==> src/rtl/cpu_types_pkg.sv <==
// Shared CPU datapath types used by the pipeline control logic.
package cpu_types_pkg;

    localparam int REG_W = 5;

    typedef logic [REG_W-1:0] regbits_t;

endpackage

==> src/rtl/diaosi_types_pkg.sv <==
// Pipeline-control types: controller FSM states and the bundled enable/flush word.
package diaosi_types_pkg;

    typedef enum logic [1:0] {
        RUN    = 2'd0,
        DRAIN  = 2'd1,
        HALTED = 2'd2
    } ctrl_state_t;

    localparam logic [15:0] STALL_MAX = 16'hFFFF;

    // pipe_en[0] is IF/ID through pipe_en[3] MEM/WB; flush[0] is IF/ID through flush[2] EX/MEM
    typedef struct packed {
        logic       pc_en;
        logic [3:0] pipe_en;
        logic [2:0] flush;
    } ctrl_out_t;

    localparam ctrl_out_t CTRL_IDLE = '0;

    function automatic ctrl_out_t make_ctrl(input logic       pc_en,
                                            input logic [3:0] pipe_en,
                                            input logic [2:0] flush);
        ctrl_out_t c;
        c.pc_en   = pc_en;
        c.pipe_en = pipe_en;
        c.flush   = flush;
        return c;
    endfunction

endpackage

==> src/rtl/hazard_detect.sv <==
// Load-use hazard: the load in ID/EX writes a register the IF/ID instruction reads.
module hazard_detect
    import cpu_types_pkg::*;
(
    input  logic     ex_ren_i,
    input  regbits_t ex_wsel_i,
    input  regbits_t id_rsel1_i,
    input  regbits_t id_rsel2_i,
    output logic     load_use_o
);

    logic wsel_nonzero;
    logic rsel_match;

    // $zero is never a real producer, so a load targeting it cannot hazard
    assign wsel_nonzero = (ex_wsel_i != '0);
    assign rsel_match   = (ex_wsel_i == id_rsel1_i) | (ex_wsel_i == id_rsel2_i);
    assign load_use_o   = ex_ren_i & wsel_nonzero & rsel_match;

endmodule

==> src/rtl/pipe_ctrl.sv <==
// Five-stage pipeline controller: stage enables/flushes from hazards and a
// RUN -> DRAIN -> HALTED shutdown sequence, plus a saturating IF/ID stall counter.
module pipe_ctrl
    import cpu_types_pkg::*;
    import diaosi_types_pkg::*;
(
    input  logic        CLK,
    input  logic        nRST,
    input  logic        ihit,
    input  logic        dhit,
    input  logic        mem_ren,
    input  logic        mem_wen,
    input  logic        ex_ren,
    input  regbits_t    ex_wsel,
    input  regbits_t    id_rsel1,
    input  regbits_t    id_rsel2,
    input  logic        redirect,
    input  logic        halt_mem,
    output logic        pc_en,
    output logic        pipe1_en,
    output logic        pipe2_en,
    output logic        pipe3_en,
    output logic        pipe4_en,
    output logic        flushed1,
    output logic        flushed2,
    output logic        flushed3,
    output logic        halt,
    output logic [15:0] stall_cnt
);

    ctrl_state_t state_q, state_d;
    logic        halt_q, halt_d;
    logic [15:0] stall_cnt_q, stall_cnt_d;
    logic        mem_wait;
    logic        load_use;
    ctrl_out_t   ctrl;

    assign mem_wait = (mem_ren | mem_wen) & ~dhit;

    hazard_detect u_hazard (
        .ex_ren_i   (ex_ren),
        .ex_wsel_i  (ex_wsel),
        .id_rsel1_i (id_rsel1),
        .id_rsel2_i (id_rsel2),
        .load_use_o (load_use)
    );

    always_ff @(posedge CLK or negedge nRST) begin
        if (!nRST) begin
            state_q     <= RUN;
            halt_q      <= 1'b0;
            stall_cnt_q <= '0;
        end else begin
            state_q     <= state_d;
            halt_q      <= halt_d;
            stall_cnt_q <= stall_cnt_d;
        end
    end

    // A pending data access freezes everything, so a redirect waits for dhit
    always_comb begin
        state_d = state_q;
        ctrl    = CTRL_IDLE;
        unique case (state_q)
            RUN: begin
                if (mem_wait) begin
                    ctrl = make_ctrl(1'b0, 4'b0000, 3'b000);
                end else if (halt_mem) begin
                    ctrl    = make_ctrl(1'b0, 4'b1111, 3'b111);
                    state_d = DRAIN;
                end else if (redirect) begin
                    ctrl = make_ctrl(1'b1, 4'b1111, 3'b111);
                end else if (load_use || !ihit) begin
                    ctrl = make_ctrl(1'b0, 4'b1110, 3'b010);
                end else begin
                    ctrl = make_ctrl(1'b1, 4'b1111, 3'b000);
                end
            end
            DRAIN: begin
                ctrl    = make_ctrl(1'b0, 4'b1000, 3'b000);
                state_d = HALTED;
            end
            HALTED: begin
                ctrl = CTRL_IDLE;
            end
            default: begin
                ctrl    = CTRL_IDLE;
                state_d = RUN;
            end
        endcase
    end

    always_comb begin
        halt_d      = halt_q | (state_q == DRAIN);
        stall_cnt_d = stall_cnt_q;
        if (state_q == RUN && !ctrl.pipe_en[0] && stall_cnt_q != STALL_MAX) begin
            stall_cnt_d = stall_cnt_q + 16'd1;
        end
    end

    assign pc_en     = ctrl.pc_en;
    assign pipe1_en  = ctrl.pipe_en[0];
    assign pipe2_en  = ctrl.pipe_en[1];
    assign pipe3_en  = ctrl.pipe_en[2];
    assign pipe4_en  = ctrl.pipe_en[3];
    assign flushed1  = ctrl.flush[0];
    assign flushed2  = ctrl.flush[1];
    assign flushed3  = ctrl.flush[2];
    assign halt      = halt_q;
    assign stall_cnt = stall_cnt_q;

endmodule

==> config.mk <==
export PLATFORM = sky130hd
export DESIGN_NAME = pipe_ctrl
export DESIGN_NICKNAME = d
export VERILOG_FILES = /design/src/rtl/cpu_types_pkg.sv /design/src/rtl/diaosi_types_pkg.sv /design/src/rtl/hazard_detect.sv /design/src/rtl/pipe_ctrl.sv
export SDC_FILE = /design/constraint.sdc
export NUM_CORES = 1
export LEC_CHECK = 0
export BUFFER_PORTS_ARGS = -buffer_cell sky130_fd_sc_hd__clkbuf_2
export CAP_MARGIN = 25
export CORE_ASPECT_RATIO = 1.5
export CORE_MARGIN = 2
export CORE_UTILIZATION = 31
export CTS_BUF_LIST = sky130_fd_sc_hd__clkbuf_4
export CTS_CLUSTER_SIZE = 28
export DETAILED_ROUTE_END_ITERATION = 6
export PLACE_DENSITY = 0.54
export SLEW_MARGIN = 10
export SYNTH_ARGS = -nofsm -noshare
export SYNTH_HDL_FRONTEND = slang
export SYNTH_SLANG_ARGS = --single-unit
==> constraint.sdc <==
create_clock -name CLK -period 2.7 [get_ports CLK]
set_clock_uncertainty 0.2 [all_clocks]
set_input_delay 0.405 -clock CLK [delete_from_list [all_inputs] [get_ports CLK]]
set_output_delay 0.405 -clock CLK [all_outputs]
set_load 0.005 [all_outputs]
==> impl_metrics.ini <==
[outcome]
status = complete, no violations

[pwr]
power.total_uw = 839
power_density_mw_per_mm2 = 582
irDropWorstVdd_mv = 0.421
p_leak_uw = 0.000762

[critical_path]
cp-start-kind = input pin
slowest_delay_ns = 0.54
critPathMostFrequentCell = clkbuf_2
critical_path_cell_count = 7
crit_family = simple AND/OR/NAND/NOR gates
critical_path_required_ns = 2.10
path_buf_inv = 2
reg2reg_slack_ns = 0.45
r2r_cells = 6
rr_startpoint = stall_cnt[0]
critPathMaxFanout = 3
crit_slowest_cell = or4_1
crit_chain = clkbuf_2, or4_1, o21ai_2, o21a_1, nor2_1, nor3_1, clkbuf_2
critPathCaptureType = output pin
critPathArrivalTime_ns = 1.72
crit_path_end = pc_en
r2r-end = stall_cnt[1]
critPathLaunch = ex_wsel[1]
path_class = input pin to output pin

[routing]
viasPerCell = 4.88
post_drt_wl_per_cell_um = 12.6
ant_nets = 0
via_count = 1055
wl_mm = 2.72
firstDrtPassIters = 4
drc = 0
drt_iter0_drc = 21

[cells_and_area]
final_util_pct = 40.3
layout_commonest_cell = clkbuf_2
nNetsFinal = 199
area_delta_synth_final_pct = 26.7
diodes = 0
final_cell_mix = clkbuf_2 (48), xor2_1 (23), nor2_1 (22)
design_area_mm2 = 0.00144
drive_gt1_share_pct = 34.1

[global_routing]
grt_overflow = 0
grt_pass1_vias = 1072
track_usage_pct = 13.6
grt_max_degree = 20
grt_first_pass_wirelength_mm = 4.40
antenna_found_initial = 0

[placement]
placed_area_mm2 = 0.00140
place_congestion = 0.752
dp_hpwl_mm = 2.19
port_buffers = 48

[timing]
fin_crit_ns = 2.33
relSlewSlack_pct = 68.6
slew_violations = 0
period_share_pct = 86.3
rsz0062_at_grt = no
timing.hold.ws_ns = 0.197
tightest_slew_ns = 0.471
finalSetupViolCount = 0
fmax_mhz = 429
hold_viol = 0
setup_tns_ns = 0

[synth]
avgSynthCellArea_um2 = 9.17
yosys_register_bits = 19
synth_top_area_share_pct = 41.8
synth_warnings = 0
synth-seq-area-share_pct = 41.8
ys.flop_type = dfrtp_1
yosysUniqueCellTypes = 30
synthTopCellsByArea = dfrtp_1 (42%), xor2_1 (18%), nor2_1 (7.3%)
async_flop_share_pct = 100
syn-num-nets = 149
netlist_area_mm2 = 0.00114
synthCells = 124
synth_edf_count = 0
synth_top_cell_by_area = dfrtp_1

[cts]
cts.sinks = 19
cts_resized = 0
post_cts_buffers = 0
clock_path_buffers = 2
cts.reportedPaths.clkPinSlew_ns = 0.10
root_buffer = clkbuf_4
cts_tree = yes
clkLatencyLatePin_ns = 0.29
hold_buffers = 1
numCtsBuffers = 3
htreeDepth = 1

[floorplanning]
die_y_um = 78.2
rows = 27
die_w_um = 53.5
fp.coreArea_mm2 = 0.00358
io_pins = 49
die_area_mm2 = 0.00418
start_util_pct = 31.8

[job]
maxCapViolations = 0

[worst_hold_path]
hp-class = input pin to flop
min_from = halt_mem
## worst min-delay path by stage
stage / end / slack (ns) / cells past startpoint
floorplan: halt / -0.09 / 0
global placement: stall_cnt[8] / 0.18 / 1
detailed placement: stall_cnt[9] / 0.19 / 1
CTS: state_q[0] / 0.20 / 2
global route: state_q[0] / 0.21 / 2
finish: state_q[0] / 0.20 / 2
## Yosys cell counts (all sizes together), types with 2 or more instances
cell	number
inv	5
and3	3
nand2	5
nor3	5
nor4	2
o21a	2
mux2	2
xnor2	2
o21ai	2
or3	2
a21oi	2
xor2	23
nand3	10
nor2	24
buf	3
nand4	4
dfrtp	19
## cells by family after synthesis
family	share of synthesized area, %
XOR/XNOR	19.3
AO/OA/AOI/OAI	7.70
adder cells (fa/ha/maj)	1.10
multiplexers	1.98
flip-flops	41.8
AND/OR/NAND/NOR	23.9
buffers and inverters	4.29
## registers in the layout, indices dropped and copies added, names as in the netlist
name and flops:
halt 1, stall_cnt 16, state_q 2
## stage by stage
step	cells	worst slack, ns
floorplan	124	0.662
global placement	211	0.399
detailed placement	211	0.365
CTS	216	0.367
global route	216	0.222
finish	216	0.371
## where the power goes
group          internal, uW  leakage (uW)  total [uW]  switching (uW)
logic                   142      0.000495         285             144
clock network          67.5     0.0000184         151            83.9
registers               335      0.000249         402            67.0
total                   545      0.000762         839             294
## per-layer routing
metal  share of wire (%)  track usage (%)  wire, um
met3                 6.8             1.71       185
met1                  38             15.3      1050
met4                 1.4             4.87        38
met5                   0                0         0
met2                  53             24.9      1450
## area by class of cell
type | count | area (um^2)
clock buffer | 4 | 30.0
fill | 390 | 2140
inverter | 5 | 18.8
multi-input combinational | 96 | 613
sequential | 19 | 475
tap | 43 | 53.8
timing repair buffer | 49 | 250
Note: power is estimated with default switching activity, not from simulation.
